===== src/rtl/apb_pkg.sv =====
// Shared types and constants for the APB3 master bridge.
// Optional build macro used by the bridge: APB_TIMEOUT_EN.
package apb_pkg;

  localparam int unsigned APB_ADDR_W = 32;
  localparam int unsigned APB_DATA_W = 32;

  localparam logic [31:0] ERR_RDATA  = 32'h0;
  localparam logic [1:0]  ALIGN_MASK = 2'b11;

  typedef enum logic [1:0] {
    ST_IDLE   = 2'd0,
    ST_SETUP  = 2'd1,
    ST_ACCESS = 2'd2,
    ST_RESP   = 2'd3
  } apb_state_e;

  // Word transfers only: any set byte-offset bit is rejected before the bus.
  function automatic logic is_misaligned(input logic [1:0] addr_lsb);
    return (addr_lsb & ALIGN_MASK) != 2'b00;
  endfunction

endpackage


===== src/rtl/apb_master_bridge_if.sv =====
// Request/response channel plus APB master bus of the bridge.
// The master modport is the bridge side; slave is the requester/bus side.
interface apb_master_bridge_if #(
  parameter int unsigned ADDR_W = 32,
  parameter int unsigned DATA_W = 32
) ();

  logic              req_valid;
  logic              req_ready;
  logic [ADDR_W-1:0] req_addr;
  logic              req_write;
  logic [DATA_W-1:0] req_wdata;

  logic              rsp_valid;
  logic              rsp_ready;
  logic [DATA_W-1:0] rsp_rdata;
  logic              rsp_err;

  logic [ADDR_W-1:0] PADDR;
  logic              PSEL;
  logic              PENABLE;
  logic              PWRITE;
  logic [DATA_W-1:0] PWDATA;
  logic [DATA_W-1:0] PRDATA;
  logic              PREADY;
  logic              PSLVERR;

  modport master (
    input  req_valid, req_addr, req_write, req_wdata, rsp_ready,
    input  PRDATA, PREADY, PSLVERR,
    output req_ready, rsp_valid, rsp_rdata, rsp_err,
    output PADDR, PSEL, PENABLE, PWRITE, PWDATA
  );

  modport slave (
    output req_valid, req_addr, req_write, req_wdata, rsp_ready,
    output PRDATA, PREADY, PSLVERR,
    input  req_ready, rsp_valid, rsp_rdata, rsp_err,
    input  PADDR, PSEL, PENABLE, PWRITE, PWDATA
  );

endinterface


===== src/rtl/apb_wdog_cnt.sv =====
// ACCESS-phase stall counter; expire_c fires on the cycle the count reaches LIMIT.
module apb_wdog_cnt #(
  parameter int unsigned LIMIT = 256
) (
  input  logic clk,
  input  logic rst,
  input  logic clr,
  input  logic en,
  output logic expire_c
);

  localparam int unsigned CNT_W = $clog2(LIMIT + 1);

  logic [CNT_W-1:0] count_q;

  always_ff @(posedge clk) begin
    if (rst || clr) begin
      count_q <= '0;
    end else if (en) begin
      count_q <= count_q + CNT_W'(1);
    end
  end

  // This increment would make the count equal LIMIT.
  assign expire_c = en && (count_q == CNT_W'(LIMIT - 1));

endmodule


===== src/rtl/apb_master_bridge.sv =====
// Single-outstanding APB3 initiator: valid/ready request -> SETUP/ACCESS -> response.
// Build macro APB_TIMEOUT_EN adds a stalled-slave abort and sticky timeout_flag.
module apb_master_bridge
  import apb_pkg::*;
#(
  parameter int unsigned ADDR_W = APB_ADDR_W,
  parameter int unsigned DATA_W = APB_DATA_W
`ifdef APB_TIMEOUT_EN
  ,
  parameter int unsigned TIMEOUT_CYCLES = 256
`endif
) (
  input  logic                PCLK,
  input  logic                PRESET,
  apb_master_bridge_if.master bus,
  output logic                timeout_flag
);

  apb_state_e        state_q, state_d;
  logic [ADDR_W-1:0] paddr_q, paddr_d;
  logic              pwrite_q, pwrite_d;
  logic [DATA_W-1:0] pwdata_q, pwdata_d;
  logic [DATA_W-1:0] rdata_q, rdata_d;
  logic              err_q, err_d;
  logic              psel_q, penable_q, rsp_valid_q, req_ready_q;
  logic              wdog_expire_c;

  // Next-state and captured-data logic.
  always_comb begin
    state_d  = state_q;
    paddr_d  = paddr_q;
    pwrite_d = pwrite_q;
    pwdata_d = pwdata_q;
    rdata_d  = rdata_q;
    err_d    = err_q;
    unique case (state_q)
      ST_IDLE: begin
        if (bus.req_valid) begin
          paddr_d  = bus.req_addr;
          pwrite_d = bus.req_write;
          pwdata_d = bus.req_wdata;
          if (is_misaligned(bus.req_addr[1:0])) begin
            state_d = ST_RESP;
            err_d   = 1'b1;
            rdata_d = DATA_W'(ERR_RDATA);
          end else begin
            state_d = ST_SETUP;
          end
        end
      end
      ST_SETUP: state_d = ST_ACCESS;
      ST_ACCESS: begin
        if (bus.PREADY) begin
          state_d = ST_RESP;
          err_d   = bus.PSLVERR;
          rdata_d = (pwrite_q || bus.PSLVERR) ? DATA_W'(ERR_RDATA) : bus.PRDATA;
        end else if (wdog_expire_c) begin
          state_d = ST_RESP;
          err_d   = 1'b1;
          rdata_d = DATA_W'(ERR_RDATA);
        end
      end
      ST_RESP: begin
        if (bus.rsp_ready) begin
          state_d = ST_IDLE;
        end
      end
      default: state_d = ST_IDLE;
    endcase
  end

  // Registered state; control outputs are decoded from the next state.
  always_ff @(posedge PCLK) begin
    if (PRESET) begin
      state_q     <= ST_IDLE;
      paddr_q     <= '0;
      pwrite_q    <= 1'b0;
      pwdata_q    <= '0;
      rdata_q     <= '0;
      err_q       <= 1'b0;
      psel_q      <= 1'b0;
      penable_q   <= 1'b0;
      rsp_valid_q <= 1'b0;
      req_ready_q <= 1'b1;
    end else begin
      state_q     <= state_d;
      paddr_q     <= paddr_d;
      pwrite_q    <= pwrite_d;
      pwdata_q    <= pwdata_d;
      rdata_q     <= rdata_d;
      err_q       <= err_d;
      psel_q      <= (state_d == ST_SETUP) || (state_d == ST_ACCESS);
      penable_q   <= (state_d == ST_ACCESS);
      rsp_valid_q <= (state_d == ST_RESP);
      req_ready_q <= (state_d == ST_IDLE);
    end
  end

  assign bus.req_ready = req_ready_q;
  assign bus.rsp_valid = rsp_valid_q;
  assign bus.rsp_rdata = rdata_q;
  assign bus.rsp_err   = err_q;
  assign bus.PADDR     = paddr_q;
  assign bus.PSEL      = psel_q;
  assign bus.PENABLE   = penable_q;
  assign bus.PWRITE    = pwrite_q;
  assign bus.PWDATA    = pwdata_q;

`ifdef APB_TIMEOUT_EN
  logic flag_q;

  apb_wdog_cnt #(
    .LIMIT (TIMEOUT_CYCLES)
  ) u_wdog (
    .clk      (PCLK),
    .rst      (PRESET),
    .clr      (state_q == ST_SETUP),
    .en       ((state_q == ST_ACCESS) && !bus.PREADY),
    .expire_c (wdog_expire_c)
  );

  // Sticky until reset; only an actual abort sets it.
  always_ff @(posedge PCLK) begin
    if (PRESET) begin
      flag_q <= 1'b0;
    end else if (wdog_expire_c) begin
      flag_q <= 1'b1;
    end
  end

  assign timeout_flag = flag_q;
`else
  assign wdog_expire_c = 1'b0;
  assign timeout_flag  = 1'b0;
`endif

endmodule


===== src/flat_wrapper.sv =====
// flat-port wrapper written by rule: the top's interface ports become plain ports
module apb_master_bridge_flat import apb_pkg::*;
#(
  parameter int unsigned ADDR_W = APB_ADDR_W,
  parameter int unsigned DATA_W = APB_DATA_W

)
  (PCLK, PRESET, timeout_flag, bus_req_valid, bus_req_addr, bus_req_write, bus_req_wdata, bus_rsp_ready, bus_PRDATA, bus_PREADY, bus_PSLVERR, bus_req_ready, bus_rsp_valid, bus_rsp_rdata, bus_rsp_err, bus_PADDR, bus_PSEL, bus_PENABLE, bus_PWRITE, bus_PWDATA);
  apb_master_bridge_if #(.ADDR_W(ADDR_W), .DATA_W(DATA_W)) bus_i ();
  input  logic PCLK;
  input  logic PRESET;
  output logic timeout_flag;
  input wire logic [$bits(bus_i.req_valid)-1:0] bus_req_valid;
  input wire logic [$bits(bus_i.req_addr)-1:0] bus_req_addr;
  input wire logic [$bits(bus_i.req_write)-1:0] bus_req_write;
  input wire logic [$bits(bus_i.req_wdata)-1:0] bus_req_wdata;
  input wire logic [$bits(bus_i.rsp_ready)-1:0] bus_rsp_ready;
  input wire logic [$bits(bus_i.PRDATA)-1:0] bus_PRDATA;
  input wire logic [$bits(bus_i.PREADY)-1:0] bus_PREADY;
  input wire logic [$bits(bus_i.PSLVERR)-1:0] bus_PSLVERR;
  output wire logic [$bits(bus_i.req_ready)-1:0] bus_req_ready;
  output wire logic [$bits(bus_i.rsp_valid)-1:0] bus_rsp_valid;
  output wire logic [$bits(bus_i.rsp_rdata)-1:0] bus_rsp_rdata;
  output wire logic [$bits(bus_i.rsp_err)-1:0] bus_rsp_err;
  output wire logic [$bits(bus_i.PADDR)-1:0] bus_PADDR;
  output wire logic [$bits(bus_i.PSEL)-1:0] bus_PSEL;
  output wire logic [$bits(bus_i.PENABLE)-1:0] bus_PENABLE;
  output wire logic [$bits(bus_i.PWRITE)-1:0] bus_PWRITE;
  output wire logic [$bits(bus_i.PWDATA)-1:0] bus_PWDATA;
  assign bus_i.req_valid = bus_req_valid;
  assign bus_i.req_addr = bus_req_addr;
  assign bus_i.req_write = bus_req_write;
  assign bus_i.req_wdata = bus_req_wdata;
  assign bus_i.rsp_ready = bus_rsp_ready;
  assign bus_i.PRDATA = bus_PRDATA;
  assign bus_i.PREADY = bus_PREADY;
  assign bus_i.PSLVERR = bus_PSLVERR;
  assign bus_req_ready = bus_i.req_ready;
  assign bus_rsp_valid = bus_i.rsp_valid;
  assign bus_rsp_rdata = bus_i.rsp_rdata;
  assign bus_rsp_err = bus_i.rsp_err;
  assign bus_PADDR = bus_i.PADDR;
  assign bus_PSEL = bus_i.PSEL;
  assign bus_PENABLE = bus_i.PENABLE;
  assign bus_PWRITE = bus_i.PWRITE;
  assign bus_PWDATA = bus_i.PWDATA;
  apb_master_bridge #(.ADDR_W(ADDR_W), .DATA_W(DATA_W)) u_core (.PCLK(PCLK), .PRESET(PRESET), .bus(bus_i), .timeout_flag(timeout_flag));
endmodule

===== config.mk =====
export PLATFORM = sky130hd
export DESIGN_NAME = apb_master_bridge_flat
export DESIGN_NICKNAME = d
export VERILOG_FILES = /design/src/rtl/apb_pkg.sv /design/src/rtl/apb_master_bridge_if.sv /design/src/rtl/apb_wdog_cnt.sv /design/src/rtl/apb_master_bridge.sv /design/src/flat_wrapper.sv
export SDC_FILE = /design/constraint.sdc
export NUM_CORES = 1
export LEC_CHECK = 0
export BUFFER_PORTS_ARGS = -buffer_cell sky130_fd_sc_hd__buf_2
export CORE_MARGIN = 2
export CORE_UTILIZATION = 45
export CTS_CLUSTER_SIZE = 12
export DETAILED_ROUTE_END_ITERATION = 10
export MAX_ROUTING_LAYER = met4
export PLACE_DENSITY = 0.82
export RECOVER_POWER = 100
export SYNTH_ARGS = -nofsm -noshare
export SYNTH_HDL_FRONTEND = slang
export SYNTH_HIERARCHICAL = 1
export SYNTH_SLANG_ARGS = --single-unit

===== constraint.sdc =====
create_clock -name PCLK -period 3.37 [get_ports PCLK]
set_input_delay 0.1685 -clock PCLK [delete_from_list [all_inputs] [get_ports PCLK]]
set_output_delay 0.1685 -clock PCLK [all_outputs]
set_load 0.05 [all_outputs]

==> results of run 1 <==
## placed cells by master, fill, tap and decap left out
cell           synthesis  routed
dfxtp_1              104     104
dlygate4sd3_1          0      10
buf_4                  9       3
clkinv_2               0       1
nor2b_1                4       4
nand3b_1               1       1
or3_4                  1       1
a2111oi_0              1       1
buf_2                  8     102
o31ai_1                1       1
nor3b_1                0       1
conb_1                 1       1
mux2i_1                1       1
inv_6                  0       1
clkbuf_2               0       1
inv_1                  3       3
a211oi_4               0       1
a21oi_1               65      65
nor3_2                 0       1
ha_1                   3       3
nand2_1              131     131
clkbuf_1               9     102
nor3_1                 1       1
or2_2                  2       2
clkinv_4               0       5
or3b_2                 0       1
nor2_1                 2       2
o21a_1                 2       2
clkbuf_8               0       9
nand3_1                1       1
and3b_1                1       1
a221oi_1               1       1
a22o_1                32      32
## through the flow
| stage | power [uW] | utilization [%] |
|---|---|---|
| after floorplan | 1770 | - |
| after global placement | 1900 | 59.6 |
| after detailed placement | 1920 | 59.6 |
| after CTS | 2630 | 63.0 |
| after global routing | 2720 | 61.4 |
| final | 2590 | 61.4 |
## synth_stat cells
master	count
nand2_1	131
dfxtp_1	104
a21oi_1	65
a22o_1	32
buf_4	9
clkbuf_1	9
buf_2	8
buf_6	4
nor2b_1	4
ha_1	3
inv_1	3
nor2_1	2
o21a_1	2
or2_2	2
a2111oi_0	1
a211oi_2	1
a221oi_1	1
and3b_1	1
buf_1	1
conb_1	1
mux2i_1	1
nand3_1	1
nand3b_1	1
nor3_1	1
nor3_4	1
nor3b_2	1
o31ai_1	1
or3_4	1
or3b_1	1
## repair_timing
action / in CTS / in global routing
hold endpoints to repair: 8 / 2
hold buffers: 8 / 2
setup buffers: 0 / 0
## state kept, by name, indices dropped and copies added (netlist names)
name,flops
u_core/bus.PWRITE,1
u_core/state_q,2
u_core/bus.rsp_err,1
u_core/bus.PSEL,1
u_core/bus.PWDATA,32
u_core/bus.req_ready,1
u_core/bus.rsp_rdata,32
u_core/bus.rsp_valid,1
u_core/bus.PADDR,32
u_core/bus.PENABLE,1
## per-layer routing
metal,track usage (%),vias to the layer above,wire [um]
met1,26.6,1559,4100
met2,34.4,160,4490
li1,-,1700,-
met5,-,-,0
met3,6.29,14,855
met4,8.33,0,132
## critical path: cells and delay by family (launching register included)
family	cells	cell delay (ns)
AOI/OAI and AO/OA	1	0.30
DFF	1	0.40
and+or+nand+nor	2	1.80
## report_power, final
part	switching [uW]	internal [uW]	total, uW
registers	38.1	1300	1340
clock network	431	277	708
logic	407	137	544
## how the worst min path moves through the flow
stage,startpoint,slack (ns),cells past startpoint,endpoint
floorplan,bus_PRDATA[10],0.29,1,u_core/bus.rsp_rdata[10]
global placement,bus_PRDATA[11],0.38,2,u_core/bus.rsp_rdata[11]
detailed placement,bus_PRDATA[23],0.38,2,u_core/bus.rsp_rdata[23]
CTS,bus_PRDATA[16],0.0002,2,u_core/bus.rsp_rdata[16]
global route,bus_PRDATA[28],0.004,2,u_core/bus.rsp_rdata[28]
finish,bus_PRDATA[16],0.02,2,u_core/bus.rsp_rdata[16]
## area by class of cell
cell class	instances	area [um^2]
clock buffer	9	124
clock inverter	7	57.6
fill	735	2990
inverter	3	11.3
multi-input combinational	255	1320
sequential	104	2080
tap	102	128
timing repair buffer	218	1020
## logic make-up (layout without fill, tap and decap cells)
| group | count (synthesis) | in the layout | share of synthesized area, % |
|---|---|---|---|
| AOI/OAI and AO/OA | 103 | 103 | 18.3 |
| adders and majority gates | 3 | 3 | 1.04 |
| buffers and inverters | 34 | 237 | 5.59 |
| other | 1 | 1 | 0.104 |
| DFF | 104 | 104 | 57.8 |
| muxes | 1 | 1 | 0.278 |
| and+or+nand+nor | 147 | 147 | 17.0 |
==> key figures, run 1 <==
Worst setup path
  – CP max FO: 32
  – Worst flop-to-flop path startpoint: u_core/state_q[0]
  – Setup crit start: u_core/state_q[0]
  – Crit-path cells: or3_4, nor3_2, a22o_1
  – Element type at the critical path end: flip-flop
  – Slowest-stage cell, CP: nor3_2
  – Setup crit start kind: flip-flop
  – Worst R2R Path Depth: 3
  – Data required, critical path: 3.66 ns
  – Kind of critical path: flip-flop to flip-flop
  – Critical Path AT: 2.86 ns
  – Reg-to-Reg End: u_core/bus.rsp_rdata[12]
  – R2R setup slack: 0.80 ns
  – Critical Path End: u_core/bus.rsp_rdata[12]
  – Delay of the slowest critical-path stage: 1.41 ns

STA
  – Max Fclk: 389 MHz
  – Final period util: 76.2%
  – RSZ-0062 raised after global routing: no
  – WHS: 0.0236 ns
  – Min Tclk post-route: 2.57 ns
  – Slew Viols, Final: 33
  – Worst slew margin: -27.0%
  – Worst setup margin: 0.802 ns
  – Clock Skews: 0.00989 ns
  – Setup violations, final: 0
  – Setup TNS: 0 ns
  – Fin. Hold Viols: 0
  – Worst Tran Pin Value: 1.89 ns

Clock tree
  – Worst skew pair latency: 0.36 ns
  – Total CTS buffers: 9
  – Root Driver: clkbuf_8
  – Clock transition at path regs: 0.10 ns
  – Sink Count: 104
  – CTS tree: built
  – Longest Clk Path Bufs: 2
  – Post-CTS resize count: 0
  – Clock H-tree levels: 3

Global route
  – Largest net degree at the start of global routing: 74
  – Initial antenna violation count: 0
  – GRT Resource Usage Total: 21.8%
  – Grt total ovfl: 0
  – Vias in the first global route: 3,167
  – Global-route wire length before repair: 14,700 um

Logic synthesis
  – Area fraction of the dominant cell type after synthesis: 57.8%
  – Cell Area, Synth: 3600 um^2
  – Ranking of synthesized cells by area: dfxtp_1 58%, nand2_1 14%, a21oi_1 9.0%, a22o_1 7.8%, buf_4 1.9%
  – Avg Cell Area, Syn: 9.17 um^2
  – Yosys top cell by area: dfxtp_1
  – Synth unique cells: 29
  – Yosys reg bits: 104
  – YS warnings: 6
  – Post-synthesis cell count: 393
  – Syn_nets: 499
  – Register area share after synthesis: 57.8%

Die
  – Top Ports: 206
  – Initial core utilization: 46.6%
  – Die height: 93.5 um
  – Core area: 7730 um^2
  – FP Rows: 32
  – Die area: 8740 um^2
  – Die W: 93.5 um

Drt
  – Vias: 3,433
  – TritonRoute pass-1 iters: 4
  – Drt wl/cell: 13.7 um
  – Via density: 4.92
  – DRT Wirelength: 9580 um
  – Routed Antenna Nets: 0
  – # DRC: 0
  – Starting DRT DRC Count: 133

Placed design
  – Routability cong.: 0.756
  – Input/output buffers: 204
  – Placed cells: 672
  – Placed Area: 4610 um^2
  – DP HPWL: 6660 um
  – Pre-CTS setup slack: 1.36 ns

Run status
  – Failing checks: capacitance limit, slew limit
  – Outcome: complete, but fails checks

Hold path
  – Hold WC Path Type: input port to flip-flop

Layout
  – Area Overhead vs Synth: 31.5%
  – Cell area after layout: 4740 um^2
  – Nets: 697
  – Share of layout cells above drive strength 1: 21.5%
  – Layout Cells excl Fill: 698
  – Antenna Cells: 0

Pwr
  – Power per cell area: 546 nW/um^2
  – Max VDD drop: 0.260 mV
  – Static Leakage: 0.00195 uW

Flow run
  – Maxcap violations: 1
Note: power is estimated with default switching activity, not from simulation.
==> run 2: changes to the inputs <==
--- a/config.mk
+++ b/config.mk
@@ -7,11 +7,11 @@
 export LEC_CHECK = 0
 export BUFFER_PORTS_ARGS = -buffer_cell sky130_fd_sc_hd__buf_2
 export CORE_MARGIN = 2
-export CORE_UTILIZATION = 45
+export CORE_UTILIZATION = 39
 export CTS_CLUSTER_SIZE = 12
 export DETAILED_ROUTE_END_ITERATION = 10
 export MAX_ROUTING_LAYER = met4
-export PLACE_DENSITY = 0.82
+export PLACE_DENSITY = 0.75
 export RECOVER_POWER = 100
 export SYNTH_ARGS = -nofsm -noshare
 export SYNTH_HDL_FRONTEND = slang
==> constraint.sdc (replaced) <==
create_clock -name PCLK -period 2.19 [get_ports PCLK]
set_input_delay 0.1095 -clock PCLK [delete_from_list [all_inputs] [get_ports PCLK]]
set_output_delay 0.1095 -clock PCLK [all_outputs]
set_load 0.05 [all_outputs]
==> run 2 against run 1 <==
Highest routed layer unchanged. The run now ends clean. Critical path type unchanged. Combinational power is 79% higher. Largest cell class unchanged. Fmax rose by 40%. Critical endpoint is now u_core/bus.PWDATA[2]. Setup slack got worse by 0.45 ns. Critical path depth rose by 1. First-iteration DRC count grew 32%. Clock power is 58% higher. Non-clock buffer count up 89.
==> key figures, run 2 (synthesis results as in run 1) <==
Run status
  – Outcome: completed (was complete, but fails checks)

Drt
  – # DRC: 0 (unchanged)
  – TritonRoute pass-1 iters: 4 (unchanged)
  – Routed Antenna Nets: 0 (unchanged)
  – Drt wl/cell: 15.3 um (was 13.7 um)
  – DR WL met3: 966 um (was 855 um)
  – Met1 wire length: 4760 um (was 4100 um)
  – Vias: 3,904 (was 3,433)
  – Top routing layer in use: met4 (unchanged)
  – DRT Wirelength: 12,200 um (was 9580 um)
  – Met2 WL post-DR: 6130 um (was 4490 um)
  – Via density: 4.90 (was 4.92)
  – Starting DRT DRC Count: 176 (was 133)

Placed design
  – Pre-CTS setup slack: 0.530 ns (was 1.36 ns)
  – DP HPWL: 6870 um (was 6660 um)
  – Placed Area: 4640 um^2 (was 4610 um^2)
  – Input/output buffers: 204 (unchanged)
  – Routability cong.: 0.797 (was 0.756)

Die
  – Die area: 10,000 um^2 (was 8740 um^2)
  – Top Ports: 206 (unchanged)
  – FP Rows: 35 (was 32)
  – Die W: 100 um (was 93.5 um)
  – Die height: 100 um (was 93.5 um)
  – Core area: 9110 um^2 (was 7730 um^2)
  – Initial core utilization: 39.6% (was 46.6%)

Layout
  – Area Overhead vs Synth: 56.4% (was 31.5%)
  – Multi-input logic area: 1310 um^2 (was 1320 um^2)
  – Cell area after layout: 5640 um^2 (was 4740 um^2)
  – Share of layout cells above drive strength 1: 18.8% (was 21.5%)
  – Commonest non-fill, non-tap cell in the layout: nand2_1 (unchanged)
  – Reg area: 2080 um^2 (unchanged)
  – Most frequent cells in the layout: 131 x nand2_1, 104 x dfxtp_1, 103 x clkbuf_1 (was 131 x nand2_1, 104 x dfxtp_1, 102 x buf_2, 102 x clkbuf_1, 65 x a21oi_1)
  – Nets: 786 (was 697)
  – Fillers: 760 (was 735)

Clock tree
  – Total CTS buffers: 9 (unchanged)
  – CTS tree: built (unchanged)
  – Longest Clk Path Bufs: 2 (unchanged)
  – Clock transition at path regs: 0.10 ns (about the same)
  – Sink Count: 104 (unchanged)
  – Worst skew pair latency: 0.36 ns (about the same)
  – Clock H-tree levels: 3 (unchanged)
  – Post-CTS resize count: 0 (unchanged)
  – Root Driver: clkbuf_8 (unchanged)

STA
  – Slew Viols, Final: 0 (was 33)
  – Final period util: 83.8% (was 76.2%)
  – Worst setup margin: 0.356 ns (was 0.802 ns)
  – Setup violations, final: 0 (unchanged)
  – Worst slew margin: 50.9% (was -27.0%)
  – Fin. Hold Viols: 0 (unchanged)
  – Worst Tran Pin Value: 0.737 ns (was 1.89 ns)
  – Min Tclk post-route: 1.83 ns (was 2.57 ns)
  – Max Fclk: 545 MHz (was 389 MHz)
  – Setup TNS: 0 ns (unchanged)
  – Clock Skews: 0.0154 ns (was 0.00989 ns)
  – RSZ-0062 raised after global routing: no (unchanged)

Worst setup path
  – Critical Path AT: 2.11 ns (was 2.86 ns)
  – CP max FO: 65 (was 32)
  – Data required, critical path: 2.46 ns (was 3.66 ns)
  – Element type at the critical path end: flip-flop (unchanged)
  – Delay of the slowest critical-path stage: 0.67 ns (was 1.41 ns)
  – Crit-path cells: nor3b_1, clkbuf_4, nand2_1, a21oi_1 (was or3_4, nor3_2, a22o_1)
  – Slowest-stage cell, CP: clkbuf_4 (was nor3_2)
  – Kind of critical path: flip-flop to flip-flop (unchanged)
  – Setup crit start kind: flip-flop (unchanged)

Global route
  – Grt total ovfl: 0 (unchanged)
  – Largest net degree at the start of global routing: 66 (was 74)
  – Global-route wire length before repair: 18,500 um (was 14,700 um)
  – Vias in the first global route: 3,914 (was 3,167)
  – Initial antenna violation count: 0 (unchanged)
  – GRT Resource Usage Total: 23.9% (was 21.8%)

Pwr
  – Switching share of power: 33.5% (was 33.9%)
  – Logic pwr share: 23.5% (was 21.0%)
  – Max VDD drop: 0.389 mV (was 0.260 mV)
  – Clock network fraction of design power: 27.0% (was 27.3%)
  – P_int: 2770 uW (was 1710 uW)
  – Power per cell area: 738 nW/um^2 (was 546 nW/um^2)
  – Seq pwr share: 49.5% (was 51.6%)
  – Static Leakage: 0.00232 uW (was 0.00195 uW)
  – Sw Pwr: 1400 uW (was 876 uW)

Flow run
  – Maxcap violations: 0 (was 1)

Hold path
  – Hold WC Path Type: input port to flip-flop (unchanged)
run 2: cell count changes in the layout (fill, tap and decap cells not counted), moves of 2 or more:
cell | previous run | this run
dlygate4sd3_1 | 10 | 96
buf_4 | 3 | 6
clkinv_4 | 5 | 2
clkinvlp_4 | 0 | 2
run 2: cell type report:
cell class / count / share of cell area [%]
clock buffer: 10 / 2.44
multi-input combinational: 255 / 23.3
timing repair buffer: 307 / 33.8
clock inverter: 6 / 0.888
antenna: 1 / 0.0444
inverter: 3 / 0.200
sequential: 104 / 36.9
tap: 111 / 2.46
run 2: final timing paths:
| check | start | end | slack [ns] | depth (start not counted) |
|---|---|---|---|---|
| setup / recovery | u_core/state_q[1] | u_core/bus.PWDATA[2] | 0.36 | 4 |
| hold / removal | bus_req_addr[0] | u_core/bus.PADDR[0] | 0.02 | 3 |
| setup reg to reg | u_core/state_q[1] | u_core/bus.PWDATA[2] | 0.36 | 4 |
| hold reg to reg | u_core/bus.PWDATA[9] | u_core/bus.PWDATA[9] | 0.46 | 2 |
run 2: repair_timing:
item                                   CTS  global route
setup buffers                            0             0
endpoints found under the hold margin   96             0
hold buffers                            96             0
run 2: critical path, delay by kind of cell, from the launching register on:
kind                   cells  cell delay (ns)
AO/OA/AOI/OAI              1             0.18
buffers and inverters      1             0.67
flip-flops                 1             0.42
AND/OR/NAND/NOR            2             0.45
run 2: metal layers:
layer,up-vias,global-route usage [%]
met3,26,5.43
met2,203,41.5
li1,1885,-
met5,-,-
met1,1790,26.0
met4,0,10.6
run 2: metrics by stage:
stage / util (%) / hold slack (ns) / power [uW] / cells
2_1_floorplan: - / 0.235 / 2720 / 393
3_3_place_gp: 50.9 / 0.321 / 2940 / 684
3_5_place_dp: 50.9 / 0.324 / 2960 / 684
4_1_cts: 63.6 / 0.00599 / 4220 / 796
5_1_grt: 61.9 / 0.00308 / 4340 / 796
6_report: 61.9 / 0.0181 / 4160 / 797
run 2: power by group through the flow:
stage / registers, uW / logic, uW / clock network [uW]
2_1_floorplan: 2450 / 269 / 0
3_3_place_gp: 2090 / 845 / 0
3_5_place_dp: 2100 / 859 / 0
4_1_cts: 2060 / 994 / 1170
5_1_grt: 2070 / 1040 / 1230
6_report: 2060 / 976 / 1120
==> run 3: changes to the inputs <==
==> constraint.sdc (replaced) <==
create_clock -name PCLK -period 1.6 [get_ports PCLK]
set_input_delay 0.08 -clock PCLK [delete_from_list [all_inputs] [get_ports PCLK]]
set_output_delay 0.08 -clock PCLK [all_outputs]
set_load 0.05 [all_outputs]
==> run 3 against run 2 <==
Flip-flop and latch count unchanged. Combinational power grew 41%. Sequential power rose by 37%. Global-route usage decreased by 0.54 points. Setup slack lost 0.25 ns. Utilization is 1.5 points higher. Clock power grew 63%. Via count shrank 0.26%. Highest routed layer unchanged.
==> key figures, run 3 (synthesis results as in run 1) <==
Run status
  – Outcome: completed (unchanged)

Die
  – FP Rows: 35 (unchanged)
  – Top Ports: 206 (unchanged)
  – Die height: 100 um (unchanged)
  – Core area: 9110 um^2 (unchanged)
  – Initial core utilization: 39.6% (unchanged)
  – Die area: 10,000 um^2 (unchanged)
  – Die W: 100 um (unchanged)

Drt
  – Vias: 3,894 (was 3,904)
  – # DRC: 0 (unchanged)
  – Routed Antenna Nets: 0 (unchanged)
  – Drt wl/cell: 15.2 um (was 15.3 um)
  – Starting DRT DRC Count: 138 (was 176)
  – TritonRoute pass-1 iters: 5 (was 4)
  – Met1 wire length: 4740 um (was 4760 um)
  – DR WL met3: 901 um (was 966 um)
  – DRT Wirelength: 12,100 um (was 12,200 um)
  – Top routing layer in use: met4 (unchanged)
  – Met2 WL post-DR: 6240 um (was 6130 um)
  – Via density: 4.87 (was 4.90)

Clock tree
  – Post-CTS setup buffers: 0 (unchanged)
  – Clock transition at path regs: 0.10 ns (about the same)
  – Clock H-tree levels: 3 (unchanged)
  – CTS tree: built (unchanged)
  – Worst skew pair latency: 0.35 ns (was 0.36 ns)
  – Longest Clk Path Bufs: 2 (unchanged)
  – Root Driver: clkbuf_8 (unchanged)
  – Total CTS buffers: 9 (unchanged)
  – Sink Count: 104 (unchanged)

Layout
  – Cell area after layout: 5770 um^2 (was 5640 um^2)
  – Antenna Cells: 0 (was 1)
  – Area Overhead vs Synth: 60.2% (was 56.4%)
  – Nets: 789 (was 786)
  – Share of layout cells above drive strength 1: 19.6% (was 18.8%)
  – Layout Cells excl Fill: 799 (was 797)
  – Commonest non-fill, non-tap cell in the layout: nand2_1 (unchanged)
  – Most frequent cells in the layout: 131 x nand2_1, 103 x clkbuf_1, 103 x dfxtp_1 (was 131 x nand2_1, 104 x dfxtp_1, 103 x clkbuf_1)
  – Fillers: 753 (was 760)

Placed design
  – DP HPWL: 6940 um (was 6870 um)
  – Input/output buffers: 204 (unchanged)
  – Placed cells: 686 (was 684)
  – Placed Area: 4720 um^2 (was 4640 um^2)
  – Routability cong.: 0.834 (was 0.797)

STA
  – Clock Skews: 0.0129 ns (was 0.0154 ns)
  – Worst slew margin: 54.8% (was 50.9%)
  – Slew Viols, Final: 0 (unchanged)
  – Max Fclk: 667 MHz
  – WHS: 0.148 ns (was 0.0181 ns)
  – RSZ-0062 raised after global routing: no (unchanged)
  – Setup violations, final: 0 (unchanged)
  – Fin. Hold Viols: 0 (unchanged)
  – Min Tclk post-route: 1.50 ns
  – Final period util: 93.7%
  – Worst Tran Pin Value: 0.681 ns (was 0.737 ns)
  – Setup TNS: 0 ns (unchanged)

Pwr
  – Static Leakage: 0.00238 uW (was 0.00232 uW)
  – Power per cell area: 1040 nW/um^2 (was 738 nW/um^2)
  – Max VDD drop: 0.641 mV (was 0.389 mV)
  – Total power: 6030 uW (was 4160 uW)

Worst setup path
  – Critical Path AT: 1.80 ns (was 2.11 ns)
  – Element type at the critical path end: flip-flop (unchanged)
  – Kind of critical path: input port to flip-flop (was flip-flop to flip-flop)
  – Delay of the slowest critical-path stage: 0.53 ns (was 0.67 ns)
  – Setup crit start kind: input port (was flip-flop)
  – Slowest-stage cell, CP: dlygate4sd3_1 (was clkbuf_4)
  – Crit-path cells: dlygate4sd3_1, clkbuf_1, or2_2, a211oi_4, buf_6, a22o_1 (was nor3b_1, clkbuf_4, nand2_1, a21oi_1)
  – Data required, critical path: 1.90 ns (was 2.46 ns)
  – CP max FO: 32 (was 65)

Global route
  – Global-route wire length before repair: 18,100 um (was 18,500 um)
  – Initial antenna violation count: 0 (unchanged)
  – Grt total ovfl: 0 (unchanged)
  – Largest net degree at the start of global routing: 73 (was 66)
  – GRT Resource Usage Total: 23.3% (was 23.9%)
  – Vias in the first global route: 3,874 (was 3,914)

Hold path
  – Hold WC Path Type: input port to flip-flop (unchanged)

Flow run
  – Maxcap violations: 0 (unchanged)
## run 3: cell count changes in the layout (fill, tap and decap cells not counted), sizes merged
cell,delta
buf,+2
bufinv,+2
clkinvlp,-2
clkbuf,-1
diode,-1
dlygate4sd3,+1
inv,+1
## run 3: worst paths after layout
kind | cells past startpoint | from | end | slack [ns]
hold reg to reg | 2 | u_core/bus.PADDR[6] | u_core/bus.PADDR[6] | 0.46
setup reg to reg | 4 | u_core/state_q[0] | u_core/bus.PADDR[12] | 0.10
setup / recovery | 6 | bus_req_addr[0] | u_core/bus.rsp_rdata[24] | 0.10
hold / removal | 3 | bus_PSLVERR | u_core/bus.rsp_err | 0.15
## run 3: critical path, delay by kind of cell
kind	cells	cell delay, ns
buffers and inverters	3	0.93
AO/OA/AOI/OAI	2	0.43
AND/OR/NAND/NOR	1	0.34
## run 3: area by class of cell
class / instances / area (um^2) / share of cell area, %
flip-flops and latches: 104 / 2080 / 36.1
repair buffers: 310 / 1980 / 34.2
multi-input cells: 255 / 1340 / 23.2
well taps: 111 / 139 / 2.41
clock buffers: 9 / 124 / 2.15
clock inverters: 7 / 100 / 1.73
inverters: 3 / 11.3 / 0.195
## run 3: power breakdown
| part | leakage, uW | switching (uW) | internal [uW] |
|---|---|---|---|
| Combinational | 0.00142 | 922 | 457 |
| Sequential | 0.000849 | 88.1 | 2730 |
| Clock | 0.000115 | 924 | 900 |
| Total | 0.00238 | 1930 | 4090 |
## run 3: per-stage QoR
| stage | setup WS [ns] | utilization, % |
|---|---|---|
| after floorplan | 0.127 | - |
| after global placement | 0.116 | 51.8 |
| after detailed placement | 0.0169 | 51.8 |
| after CTS | 0.0863 | 64.9 |
| after global routing | 0.00523 | 63.4 |
| final | 0.101 | 63.4 |
## run 3: repair_timing
item | in CTS | in global routing
cloned | 0 | 0
resized for setup | 1 | 1
endpoints found under the setup margin | 1 | 1
pin swaps | 0 | 0
hold buffers | 97 | 0
hold endpoints to repair | 97 | 0
## run 3: metal layers
metal  vias up  GRT usage, %
met3        16          5.78
met4         0          7.69
met2       185          41.7
li1       1887             -
met1      1806          25.2
met5         -             -
